==> config.mk <==
export PLATFORM = sky130hd
export DESIGN_NAME = d_frame_assembler_flat
export DESIGN_NICKNAME = d
export VERILOG_FILES = /design/src/rtl/d_frame_assembler_pkg.sv /design/src/rtl/d_frame_assembler_if.sv /design/src/rtl/d_frame_slot_reg.sv /design/src/rtl/d_frame_assembler.sv /design/src/flat_wrapper.sv
export SDC_FILE = /design/constraint.sdc
export NUM_CORES = 1
export LEC_CHECK = 0
export CORE_MARGIN = 5
export CORE_UTILIZATION = 28
export DETAILED_ROUTE_END_ITERATION = 16
export SLEW_MARGIN = 10
export SYNTH_ARGS = -nofsm -noshare
export SYNTH_HDL_FRONTEND = slang
export SYNTH_SLANG_ARGS = --single-unit
export TNS_END_PERCENT = 1
==> constraint.sdc <==
create_clock -name clk -period 1.6 [get_ports clk]
set_input_delay 0.48 -clock clk [delete_from_list [all_inputs] [get_ports clk]]
set_output_delay 0.48 -clock clk [all_outputs]
set_load 0.005 [all_outputs]
==> src/rtl/d_frame_assembler_pkg.sv <==
// Shared types for the d-beat frame assembler: beat type, FSM state codes, frame struct.
// Latency: n/a (types and constants only).
// Backpressure: n/a.
package d_frame_assembler_pkg;

   localparam int C_ANOTHER_SIZE = 10;   // beats per full frame
   localparam int D_SIZE         = 3;    // bits per beat

   typedef logic [D_SIZE-1:0] dT;

   typedef struct packed {
      dT d;
   } dSt;

   typedef enum logic [3:0] {
      CS_IDLE    = 4'h0,
      CS_COLLECT = 4'h1,
      CS_EMIT    = 4'h2
   } cStateT;

   localparam cStateT ST_IDLE    = CS_IDLE;
   localparam cStateT ST_COLLECT = CS_COLLECT;
   localparam cStateT ST_EMIT    = CS_EMIT;

   // Beat i of frm_data sits at bits [i*D_SIZE +: D_SIZE], matching the flat frame bus.
   typedef struct packed {
      dT                        frm_parity;
      logic [3:0]               frm_count;
      dT [C_ANOTHER_SIZE-1:0]   frm_data;
   } frmSt;

   // Running parity is a plain bitwise XOR; no carry between bits.
   function automatic dT par_step(dT acc, dT beat);
      return acc ^ beat;
   endfunction

endpackage

==> src/rtl/d_frame_assembler_if.sv <==
// Beat-in / frame-out bus bundle for the frame assembler.
// Latency: n/a (wires only).
// Backpressure: d_ready throttles beats, frm_ready holds a pending frame.
// Ports: master = environment side (drives beats, flush, frm_ready);
//        slave  = assembler side (drives d_ready and the frame outputs).
interface d_frame_assembler_if
   import d_frame_assembler_pkg::*;
#(
   parameter int FRAME_LEN = C_ANOTHER_SIZE,
   parameter int D_W       = D_SIZE,
   parameter int CNT_W     = 4
) ();

   logic                    d_valid;
   logic [D_W-1:0]          d_data;
   logic                    d_ready;
   logic                    flush;
   logic                    frm_valid;
   logic [FRAME_LEN*D_W-1:0] frm_data;
   logic [CNT_W-1:0]        frm_count;
   logic [D_W-1:0]          frm_parity;
   logic                    frm_ready;

   modport master (
      output d_valid, d_data, flush, frm_ready,
      input  d_ready, frm_valid, frm_data, frm_count, frm_parity
   );

   modport slave (
      input  d_valid, d_data, flush, frm_ready,
      output d_ready, frm_valid, frm_data, frm_count, frm_parity
   );

endinterface

==> src/rtl/d_frame_slot_reg.sv <==
// Slot array for one frame: writes a beat into the slot chosen by idx_i, clears all slots.
// Latency: write visible on slots_o one cycle after load_i.
// Backpressure: none; caller gates load_i/clear_i.
// Ports: load_i/idx_i/dat_i write one slot, clear_i zeroes every slot (wins over load_i),
//        slots_o is the flat frame with slot i at [i*D_W +: D_W].
module d_frame_slot_reg #(
   parameter int N     = 10,
   parameter int D_W   = 3,
   parameter int IDX_W = 4
) (
   input  logic               clk,
   input  logic               rst_n,
   input  logic               load_i,
   input  logic               clear_i,
   input  logic [IDX_W-1:0]   idx_i,
   input  logic [D_W-1:0]     dat_i,
   output logic [N*D_W-1:0]   slots_o
);

   logic [N*D_W-1:0] slots_q;

   always_ff @(posedge clk or negedge rst_n) begin
      if (!rst_n) begin
         slots_q <= '0;
      end else if (clear_i) begin
         slots_q <= '0;
      end else if (load_i) begin
         for (int i = 0; i < N; i++) begin
            if (idx_i == IDX_W'(i)) begin
               slots_q[i*D_W +: D_W] <= dat_i;
            end
         end
      end
   end

   assign slots_o = slots_q;

endmodule

==> src/rtl/d_frame_assembler.sv <==
// Packs a run of D_W-bit beats into one frame with beat count and XOR parity; flush closes early.
// Latency: frame valid one cycle after the last beat (or flush) is accepted.
// Backpressure: d_ready drops while a frame is pending; frame held until frm_ready.
// Ports: clk, rst_n (async active-low); bus (slave modport) carries beat input,
//        flush and the frame handshake; state exposes the FSM code for debug.
module d_frame_assembler
   import d_frame_assembler_pkg::*;
#(
   parameter int FRAME_LEN = C_ANOTHER_SIZE,
   parameter int D_W       = D_SIZE,
   parameter int CNT_W     = 4
) (
   input  logic                 clk,
   input  logic                 rst_n,
   d_frame_assembler_if.slave   bus,
   output cStateT               state
);

   generate
      if (FRAME_LEN < 1 || FRAME_LEN > 15 || FRAME_LEN >= (1 << CNT_W)) begin : g_bad_len
         $error("d_frame_assembler: FRAME_LEN out of range for CNT_W");
      end
   endgenerate

   localparam logic [CNT_W-1:0] FL_CNT = CNT_W'(FRAME_LEN);

   cStateT            state_q;
   logic [CNT_W-1:0]  cnt_q;
   logic [D_W-1:0]    par_q;
   logic              frm_vld_q;
   logic              d_rdy_q;

   logic              accept;
   logic              clear;
   logic [CNT_W-1:0]  cnt_inc;
   logic [D_W-1:0]    beat_dat;
   logic [D_W-1:0]    par_nxt;
   logic [FRAME_LEN*D_W-1:0] slots;

   assign beat_dat = bus.d_data;
   // d_ready is a register, so acceptance never depends on frm_ready in the same cycle.
   assign accept   = bus.d_valid && d_rdy_q;
   assign cnt_inc  = cnt_q + 1'b1;
   assign par_nxt  = par_q ^ beat_dat;
   // Slots clear on the frame handshake, and on any illegal state code as a recovery.
   assign clear    = ((state_q == ST_EMIT) && bus.frm_ready) ||
                     ((state_q != ST_IDLE) && (state_q != ST_COLLECT) && (state_q != ST_EMIT));

   always_ff @(posedge clk or negedge rst_n) begin
      if (!rst_n) begin
         state_q   <= ST_IDLE;
         cnt_q     <= '0;
         par_q     <= '0;
         frm_vld_q <= 1'b0;
         d_rdy_q   <= 1'b0;
      end else begin
         case (state_q)
            ST_IDLE: begin
               d_rdy_q <= 1'b1;
               // A lone flush has nothing to close, so it is dropped here.
               if (accept) begin
                  cnt_q <= cnt_inc;
                  par_q <= par_nxt;
                  if ((FRAME_LEN == 1) || bus.flush) begin
                     state_q   <= ST_EMIT;
                     frm_vld_q <= 1'b1;
                     d_rdy_q   <= 1'b0;
                  end else begin
                     state_q <= ST_COLLECT;
                  end
               end
            end
            ST_COLLECT: begin
               d_rdy_q <= 1'b1;
               if (accept) begin
                  cnt_q <= cnt_inc;
                  par_q <= par_nxt;
               end
               // A beat arriving alongside flush is part of the closed frame.
               if ((accept && (cnt_inc == FL_CNT)) || bus.flush) begin
                  state_q   <= ST_EMIT;
                  frm_vld_q <= 1'b1;
                  d_rdy_q   <= 1'b0;
               end
            end
            ST_EMIT: begin
               if (bus.frm_ready) begin
                  state_q   <= ST_IDLE;
                  cnt_q     <= '0;
                  par_q     <= '0;
                  frm_vld_q <= 1'b0;
                  d_rdy_q   <= 1'b1;
               end
            end
            default: begin
               state_q   <= ST_IDLE;
               cnt_q     <= '0;
               par_q     <= '0;
               frm_vld_q <= 1'b0;
               d_rdy_q   <= 1'b1;
            end
         endcase
      end
   end

   d_frame_slot_reg #(
      .N     (FRAME_LEN),
      .D_W   (D_W),
      .IDX_W (CNT_W)
   ) u_slots (
      .clk     (clk),
      .rst_n   (rst_n),
      .load_i  (accept),
      .clear_i (clear),
      .idx_i   (cnt_q),
      .dat_i   (beat_dat),
      .slots_o (slots)
   );

   assign bus.d_ready    = d_rdy_q;
   assign bus.frm_valid  = frm_vld_q;
   assign bus.frm_data   = slots;
   assign bus.frm_count  = cnt_q;
   assign bus.frm_parity = par_q;
   assign state          = state_q;

endmodule

==> src/flat_wrapper.sv <==
// flat-port wrapper written by rule: the top's interface ports become plain ports
module d_frame_assembler_flat import d_frame_assembler_pkg::*;
#(
   parameter int FRAME_LEN = C_ANOTHER_SIZE,
   parameter int D_W       = D_SIZE,
   parameter int CNT_W     = 4
)
  (clk, rst_n, state, bus_d_valid, bus_d_data, bus_flush, bus_frm_ready, bus_d_ready, bus_frm_valid, bus_frm_data, bus_frm_count, bus_frm_parity);
  d_frame_assembler_if #(.FRAME_LEN(FRAME_LEN), .D_W(D_W), .CNT_W(CNT_W)) bus_i ();
  input  logic clk;
  input  logic rst_n;
  output cStateT state;
  input wire logic [$bits(bus_i.d_valid)-1:0] bus_d_valid;
  input wire logic [$bits(bus_i.d_data)-1:0] bus_d_data;
  input wire logic [$bits(bus_i.flush)-1:0] bus_flush;
  input wire logic [$bits(bus_i.frm_ready)-1:0] bus_frm_ready;
  output wire logic [$bits(bus_i.d_ready)-1:0] bus_d_ready;
  output wire logic [$bits(bus_i.frm_valid)-1:0] bus_frm_valid;
  output wire logic [$bits(bus_i.frm_data)-1:0] bus_frm_data;
  output wire logic [$bits(bus_i.frm_count)-1:0] bus_frm_count;
  output wire logic [$bits(bus_i.frm_parity)-1:0] bus_frm_parity;
  assign bus_i.d_valid = bus_d_valid;
  assign bus_i.d_data = bus_d_data;
  assign bus_i.flush = bus_flush;
  assign bus_i.frm_ready = bus_frm_ready;
  assign bus_d_ready = bus_i.d_ready;
  assign bus_frm_valid = bus_i.frm_valid;
  assign bus_frm_data = bus_i.frm_data;
  assign bus_frm_count = bus_i.frm_count;
  assign bus_frm_parity = bus_i.frm_parity;
  d_frame_assembler #(.FRAME_LEN(FRAME_LEN), .D_W(D_W), .CNT_W(CNT_W)) u_core (.clk(clk), .rst_n(rst_n), .bus(bus_i), .state(state));
endmodule
==> impl_metrics.yaml, run 1 <==
worst_setup_path:
  ff2ff_path_depth: 6
  cp_top_family: "compound AO/OA/AOI/OAI gates"
  cp-end-kind: "register"
  slowest_stage: "dfrtp_1"
  ff2ff_setup_slack_ns: -0.09
  critPathMaxFanout: 4
  r2r-end: "u_core.bus.d_ready"
  crit_arrival_ns: 1.88
  crit_required_ns: 1.79
  critPathKind: "reg -> reg"
  start_kind: "register"
  worstReg2RegStart: "u_core.bus.frm_count[1]"
  cpPeakStageDelay_ns: 0.40
  critPathBufInv: 1
  worstPathCellList: "buf_6 -> ha_4 -> xnor2_2 -> nand4_1 -> o21a_2 -> o32a_1"
synth:
  synth_warnings: 0
  synth_compound_gate_area_share_pct: 11.5
  synthMuxAreaShare_pct: 3.06
  ys_ff_latch: 41
  yosysUniqueCellTypes: 36
  yosysSeqAreaShare_pct: 52.2
  synth-xor-area-share_pct: 2.23
  synthAdderAreaFrac_pct: 3.18
  avgSynthCellArea_sq_um: 9.54
  synthSimpleGateAreaFrac_pct: 22.1
  syn-cell-area_sq_mm: 0.00197
  synth_cells: 206
  synth_top_family_by_area: "simple AND/OR/NAND/NOR gates"
floorplan:
  ioPinCount: 51
  initial_core_util_pct: 28.8
  rows: 30
  core_area_sq_mm: 0.00683
  dieHeight_um: 93.8
  die_w_um: 93.8
  die-area_sq_mm: 0.00880
sta:
  max_clock_freq_mhz: 592
  fin_crit_sh_pct: 106
  rsz0062_at_grt: "yes"
  fin_setup_tns_ns: -0.0904
  finalHoldViolCount: 0
  finClkSkew_ns: 0.00849
  finalCriticalPeriod_ns: 1.69
  setup_violations: 1
  final_max_slew_viol_count: 0
  fin_ws_ns: -0.0904
cells_and_area:
  final_cell_mix: "40 x nand2_1, 40 x dlygate4sd2_1, 39 x dfrtp_1"
  area_growth_pct: 41.5
  n_antenna_cell: 0
  finalNetCount: 276
  drive_above_1_share_pct: 16.3
  final_core_util_pct: 40.7
clocking:
  clk_latency_ns: 0.29
  cts_max_level: 2
  cts_hold_buf: 0
  clockBufferDepth: 2
  cts_root_buf: "clkbuf_8"
  clk_pin_slew_worst_paths_ns: 0.08
  clock-sinks: 41
  cts_tree: "yes"
  cts_buffers: 5
power_and_ir_drop:
  switching_share_pct: 35.3
  intPower_mw: 2.69
  p_seq_share_pct: 36.5
  clkPwrFrac_pct: 21.3
  vdd_ir_drop_max_v: 0.000688
  p_sw_mw: 1.46
  p_leak_nw: 1.35
  power.density_mw_per_mm2: 1490
  combPwrFrac_pct: 42.2
placement:
  port_buffers: 48
  place_hpwl_um: 3540
  gp_congestion: 0.812
grt:
  grt_max_degree: 26
  track_usage_pct: 11.8
  grt_pass1_wl_um: 8220
  grt_overflow: 0
  met3_usage_pct: 3.29
  use_met1_pct: 15.7
  grt_pass1_vias: 1650
  antenna_found_initial: 0
  met2_usage_pct: 19.0
  grt-busiest-layer: "met2"
route:
  route.detailed.drc: 0
  drt-pass1-iter-count: 4
  wl_per_cell_um: 13.8
  vias_per_cell: 4.54
  vias: 1636
  routed_wl_um: 4950
  drtAntennaViolNets: 0
  drtIter0Drc: 40
hold_path:
  hp-class: "in -> async"
status:
  status: "finished with violations"
  violations: "negative setup slack"
flow_run:
  maxCapViolations: 0
-- power groups by stage --
stage | Clock (mW) | Sequential (mW) | Combinational, mW
finish | 0.885 | 1.51 | 1.75
global route | 0.953 | 1.56 | 1.94
CTS | 0.900 | 1.51 | 1.71
detailed placement | 0 | 1.54 | 1.86
global placement | 0 | 1.54 | 1.84
floorplan | 0 | 1.54 | 0.884
-- what timing repair did --
item | in CTS | in global routing
endpoints found under the setup margin | 70 | 13
buffers inserted | 1 | 2
gates resized for setup | 43 | 10
pin swaps | 1 | 5
-- metrics by stage --
step	hold WS, ns	instances	power [mW]	cell area (sq um)	setup slack (ns)
global placement	0.444	349	3.38	2660	-0.380
floorplan	0.184	207	2.43	1970	0.0150
global route	0.135	360	4.46	2780	-0.165
finish	0.117	360	4.15	2780	-0.0904
detailed placement	0.451	349	3.40	2660	-0.420
CTS	0.130	358	4.12	2730	-0.104
-- how the worst max path moves through the flow --
stage | cells past startpoint | start | slack, ns | endpoint
finish | 6 | u_core.bus.frm_count[1] | -0.09 | u_core.bus.d_ready
global route | 6 | u_core.bus.frm_count[1] | -0.16 | u_core.bus.d_ready
CTS | 6 | u_core.bus.frm_count[1] | -0.10 | u_core.bus.d_ready
detailed placement | 5 | bus_d_valid | -0.42 | u_core.u_slots.slots_o[10]
global placement | 4 | bus_d_valid | -0.38 | u_core.bus.d_ready
floorplan | 5 | u_core.bus.frm_count[0] | 0.02 | u_core.bus.d_ready
-- per-layer routing --
layer / part of all wire, % / wire [um] / up-vias
met1: 48 / 2400 / 775
met5: 0 / 0 / -
met4: 0.99 / 49 / 0
met2: 45 / 2230 / 41
met3: 5.7 / 280 / 6
li1: - / - / 814
-- cells in the mapped netlist (all sizes together) --
cell type / instances / share of area (%)
nand2: 40 / 7.6
o31ai: 1 / 0.38
clkbuf: 9 / 1.8
nand3b: 1 / 0.38
a21o: 1 / 0.38
o21a: 2 / 0.83
a22o: 1 / 0.45
nor2: 13 / 2.5
xor2: 4 / 1.8
nor3: 1 / 0.25
o21ai: 5 / 1.3
conb: 1 / 0.19
a21oi: 25 / 6.4
nor3b: 1 / 0.38
o32ai: 1 / 0.45
nand4: 1 / 0.32
and4b: 2 / 1.1
xnor2: 1 / 0.45
nor4b: 1 / 1.2
dfrtp: 41 / 52
ha: 5 / 3.2
and4bb: 1 / 0.64
buf: 10 / 3.4
inv: 2 / 0.38
a31oi: 1 / 0.32
nand4bb: 1 / 0.57
mux2i: 6 / 3.1
o22a: 1 / 0.51
o32a: 1 / 0.51
and3b: 1 / 0.45
nand3: 25 / 6.6
-- logic make-up after synthesis --
logic type	count (synthesis)
xor+xnor	5
other cells	1
buf+inv	21
mux	6
simple gates	88
fa+ha+maj	5
flops	41
compound gates	39
-- state kept, by name, summed over array words and instances (netlist names) --
signal                  count
u_core.u_slots.slots_o     30
u_core.bus.frm_count        4
u_core.bus.frm_parity       3
u_core.state                2
u_core.bus.d_ready          1
u_core.bus.frm_valid        1
-- worst register-to-register path: stages (launching register included) --
cell and delay (ns):
dfrtp_1 0.40, buf_6 0.13, ha_4 0.16, xnor2_2 0.12
nand4_1 0.15, o21a_2 0.27, o32a_1 0.34
-- layout make-up --
type                    count  area (sq um)
clock buffers               6          82.6
repair buffers             68           644
fillers                   711          4050
clock inverters             2          37.5
well taps                  96           120
multi-input cells         145           861
flip-flops and latches     41          1030
inverters                   2          7.51
No activity file was read; power rests on OpenSTA's default activity.
==> run 2: changes to the inputs <==
Settings changed: RECOVER_POWER from default to 100.
==> run 2 against run 1 <==
The run still ends with negative setup slack left. Setup slack is essentially flat. Clock skew is essentially flat. Power shrank 0.41%.
==> impl_metrics.yaml, run 2 (same netlist as run 1, synthesis figures left out) <==
cells_and_area:
  n_antenna_cell: 0
  fin_area_sq_mm: 0.00276
  area_growth_pct: 40.5
  largest_reg_flops: 30
  final_cell_mix: "40 x nand2_1, 40 x dlygate4sd2_1, 39 x dfrtp_1"
  fin_cells: 360
  drive_above_1_share_pct: 15.9
  finalNetCount: 276
hold_path:
  hp-class: "in -> async"
worst_setup_path:
  crit_arrival_ns: 1.88
  critPathKind: "reg -> reg"
  ff2ff_setup_slack_ns: -0.09
  ff2ff_path_depth: 6
  critPathMaxFanout: 4
  worstReg2RegStart: "u_core.bus.frm_count[1]"
  crit_required_ns: 1.79
  start_kind: "register"
  r2r-end: "u_core.bus.d_ready"
  cp-end-kind: "register"
clocking:
  clk_pin_slew_worst_paths_ns: 0.08
  clockBufferDepth: 2
  clock-sinks: 41
  cts_max_level: 2
  cts_buffers: 5
  cts_tree: "yes"
  cts_root_buf: "clkbuf_8"
  clk_latency_ns: 0.29
placement:
  place_hpwl_um: 3540
  dpl_cell_area_sq_mm: 0.00266
  place_ws_ns: -0.420
  gp_congestion: 0.812
  dpl.cell_count: 349
  port_buffers: 48
sta:
  max_clock_freq_mhz: 592
  tightestPinTransition_ns: 0.974
  setup_violations: 1
  finalHoldViolCount: 0
  fin_ws_ns: -0.0904
  slew_headroom_pct: 35.1
  finClkSkew_ns: 0.00836
  finalCriticalPeriod_ns: 1.69
  fin_crit_sh_pct: 106
  final_max_slew_viol_count: 0
  rsz0062_at_grt: "yes"
power_and_ir_drop:
  p_leak_nw: 1.35
  combPwrFrac_pct: 42.0
  switching_share_pct: 35.3
  p_total_mw: 4.13
  vdd_ir_drop_max_v: 0.000688
  p_seq_share_pct: 36.6
  intPower_mw: 2.67
  clkPwrFrac_pct: 21.4
  p_sw_mw: 1.46
  power.density_mw_per_mm2: 1500
grt:
  grt_pass1_vias: 1650
  track_usage_pct: 11.8
  grt_pass1_wl_um: 8220
  grt_overflow: 0
  grt_max_degree: 26
  antenna_found_initial: 0
floorplan:
  die-area_sq_mm: 0.00880
  ioPinCount: 51
  rows: 30
  initial_core_util_pct: 28.8
  die_w_um: 93.8
  core_area_sq_mm: 0.00683
  dieHeight_um: 93.8
route:
  vias: 1631
  routed_wl_um: 4960
  vias_per_cell: 4.53
  drtIter0Drc: 41
  wl_per_cell_um: 13.8
  drtAntennaViolNets: 0
  route.detailed.drc: 0
  drt-pass1-iter-count: 4
status:
  status: "finished with violations"
  violations: "negative setup slack"
flow_run:
  maxCapViolations: 0
## run 2: per-layer routing
layer,wire [um],vias up,GRT usage (%)
li1,-,814,-
met1,2410,770,15.7
met2,2220,41,19.0
met3,281,6,3.29
met4,49,0,2.89
met5,0,-,0
## run 2: through the flow
stage	hold WS, ns	TNS [ns]	util [%]
2_1_floorplan	0.184	0	-
3_3_place_gp	0.444	-12.10	38.9
3_5_place_dp	0.451	-13.58	38.9
4_1_cts	0.130	-0.161	40.0
5_1_grt	0.384	-0.363	40.4
6_report	0.312	-0.0904	40.4
## run 2: power by group through the flow
stage | combinational, mW | clock (mW) | sequential [mW]
2_1_floorplan | 0.884 | 0 | 1.54
3_3_place_gp | 1.84 | 0 | 1.54
3_5_place_dp | 1.86 | 0 | 1.54
4_1_cts | 1.71 | 0.900 | 1.51
5_1_grt | 1.93 | 0.953 | 1.56
6_report | 1.73 | 0.884 | 1.51
## run 2: layout make-up
| type | instances | area [sq um] |
|---|---|---|
| timing repair buffer | 68 | 626 |
| sequential | 41 | 1030 |
| fill | 714 | 4070 |
| clock buffer | 6 | 82.6 |
| clock inverter | 2 | 37.5 |
| multi-input combinational | 145 | 861 |
| tap | 96 | 120 |
| inverter | 2 | 7.51 |
## run 2: worst max path at each step
| stage | startpoint | endpoint | slack [ns] | depth (start not counted) |
|---|---|---|---|---|
| finish | u_core.bus.frm_count[1] | u_core.bus.d_ready | -0.09 | 6 |
| CTS | u_core.bus.frm_count[1] | u_core.bus.d_ready | -0.10 | 6 |
| global placement | bus_d_valid | u_core.bus.d_ready | -0.38 | 4 |
| detailed placement | bus_d_valid | u_core.u_slots.slots_o[10] | -0.42 | 5 |
| floorplan | u_core.bus.frm_count[0] | u_core.bus.d_ready | 0.02 | 5 |
| global route | u_core.bus.frm_count[1] | u_core.bus.d_ready | -0.16 | 6 |
## run 2: critical path, stage by stage, from the launching register on
cell,delay [ns]
dfrtp_1,0.40
buf_6,0.13
ha_4,0.16
xnor2_2,0.12
nand4_1,0.15
o21a_2,0.27
o32a_1,0.34
## run 2: timing repair
action / in CTS / in global routing
gates resized for setup: 43 / 10
hold endpoints to repair: 0 / 0
pin swaps: 1 / 5
setup endpoints to repair: 70 / 13
hold buffers: 0 / 0
buffers inserted: 1 / 2
==> run 3: changes to the inputs <==
Settings changed: ABC_CLOCK_PERIOD_IN_PS from default to 1600, CTS_BUF_LIST from default to sky130_fd_sc_hd__clkbuf_4, MAX_ROUTING_LAYER from default to met4.
==> run 3 against run 2 <==
The flow still finishes with violations (negative setup slack). Die area stayed put. First-iteration DRC count is 15% lower. Critical endpoint unchanged. Combinational power is 9% higher. Non-clock buffer count is 6 higher. Power is 2.5% lower. Sequential share of layout area stayed put. Via count is 1.7% higher. Clock skew is 0.0031 ns higher. Worst hold slack worse by 0.069 ns.
==> impl_metrics.yaml, run 3 (same netlist as run 1, synthesis figures left out) <==
cells_and_area:
  fillers: 715
  finalNetCount: 282
  fin_cells: 366
  area_growth_pct: 40.5
  drive_above_1_share_pct: 17.4
  final_core_util_pct: 40.4
  final_cell_mix: "40 x nand2_1, 40 x dlygate4sd2_1, 39 x dfrtp_1"
  largest_reg_flops: 30
  fin_area_sq_mm: 0.00276
  n_antenna_cell: 0
placement:
  place_hpwl_um: 3540
  dpl_cell_area_sq_mm: 0.00266
  place_ws_ns: -0.420
  gp_congestion: 0.824
  dpl.cell_count: 349
  port_buffers: 48
worst_setup_path:
  critPathCapture: "u_core.bus.d_ready"
  slowest_stage: "dfrtp_1"
  ff2ff_path_depth: 6
  crit_required_ns: 1.85
  crit_arrival_ns: 1.95
  critPathMaxFanout: 4
  ff2ff_setup_slack_ns: -0.1
  worstReg2RegStart: "u_core.bus.frm_count[1]"
  cpPeakStageDelay_ns: 0.41
  cp-end-kind: "register"
  crit_cells: 6
  critPathBufInv: 1
  cp_top_family: "compound AO/OA/AOI/OAI gates"
  worstPathCellList: "buf_6 -> ha_4 -> xnor2_2 -> nand4_1 -> o21a_2 -> o32a_1"
  critPathKind: "reg -> reg"
  start_kind: "register"
  r2r-end: "u_core.bus.d_ready"
  startpoint: "u_core.bus.frm_count[1]"
sta:
  max_clock_freq_mhz: 589
  finalCriticalPeriod_ns: 1.70
  setup_violations: 4
  finalHoldViolCount: 0
  finClkSkew_ns: 0.0115
  final_max_slew_viol_count: 0
  slew_headroom_pct: 36.2
  holdWs_ns: 0.243
  fin_crit_sh_pct: 106
  fin_setup_tns_ns: -0.159
  rsz0062_at_grt: "yes"
  fin_ws_ns: -0.0982
  tightestPinTransition_ns: 0.957
flow_run:
  maxCapViolations: 0
clocking:
  clockBufferDepth: 2
  cts_root_buf: "clkbuf_4"
  cts_hold_buf: 0
  cts_max_level: 2
  cts_tree: "yes"
  clock-sinks: 41
  clk_latency_ns: 0.35
  cts_buffers: 5
  clk_pin_slew_worst_paths_ns: 0.13
grt:
  grt_pass1_wl_um: 8460
  grt_overflow: 0
  track_usage_pct: 12.4
  grt_max_degree: 26
  grt_pass1_vias: 1727
  antenna_found_initial: 0
floorplan:
  die_w_um: 93.8
  die-area_sq_mm: 0.00880
  core_area_sq_mm: 0.00683
  dieHeight_um: 93.8
  initial_core_util_pct: 28.8
  rows: 30
  ioPinCount: 51
status:
  status: "finished with violations"
  violations: "negative setup slack"
route:
  wl_per_cell_um: 13.7
  vias_per_cell: 4.53
  route.detailed.drc: 0
  vias: 1659
  drt-pass1-iter-count: 4
  drtAntennaViolNets: 0
  drtIter0Drc: 35
  routed_wl_um: 5000
hold_path:
  hp-class: "in -> async"
power_and_ir_drop:
  p_total_mw: 4.03
  power.density_mw_per_mm2: 1460
  p_leak_nw: 1.36
  vdd_ir_drop_max_v: 0.000646
## run 3: cell types whose count changed in the layout (fill, tap and decap cells not counted), sizes merged
cell,before,now
buf,17,26
clkbuf,11,8
clkdlybuf4s15,1,0
clkinv,0,1
## run 3: metal layers
| layer | track usage [%] | wire (um) |
|---|---|---|
| met5 | - | 0 |
| met1 | 15.7 | 2410 |
| met4 | 3.61 | 26 |
| met2 | 19.8 | 2350 |
| met3 | 3.13 | 211 |
## run 3: layout make-up
| class | instances | area [sq um] | area share, % |
|---|---|---|---|
| Inverter | 2 | 7.51 | 0.272 |
| Multi-Input combinational cell | 145 | 858 | 31.1 |
| Clock inverter | 3 | 41.3 | 1.49 |
| Tap cell | 96 | 120 | 4.35 |
| Timing Repair Buffer | 74 | 669 | 24.2 |
| Sequential cell | 41 | 1030 | 37.2 |
| Clock buffer | 5 | 37.5 | 1.36 |
## run 3: where the power goes
part / total [mW] / switching, mW / internal, mW
clock: 0.676 / 0.353 / 0.324
sequential: 1.47 / 0.157 / 1.32
combinational: 1.88 / 0.952 / 0.926
## run 3: what timing repair did
| action | 4_1_cts | 5_1_grt |
|---|---|---|
| pin swaps | 1 | 5 |
| setup buffers | 6 | 3 |
| setup endpoints to repair | 48 | 13 |
| resized for setup | 47 | 9 |
## run 3: how the worst min path moves through the flow
stage / startpoint / end / slack (ns)
after floorplan: rst_n / u_core.bus.d_ready / 0.18
after global placement: rst_n / u_core.bus.frm_parity[2] / 0.44
after detailed placement: rst_n / u_core.u_slots.slots_o[23] / 0.45
after CTS: rst_n / u_core.bus.frm_parity[0] / 0.05
after global routing: rst_n / u_core.bus.frm_parity[0] / 0.30
final: rst_n / u_core.bus.frm_parity[0] / 0.24
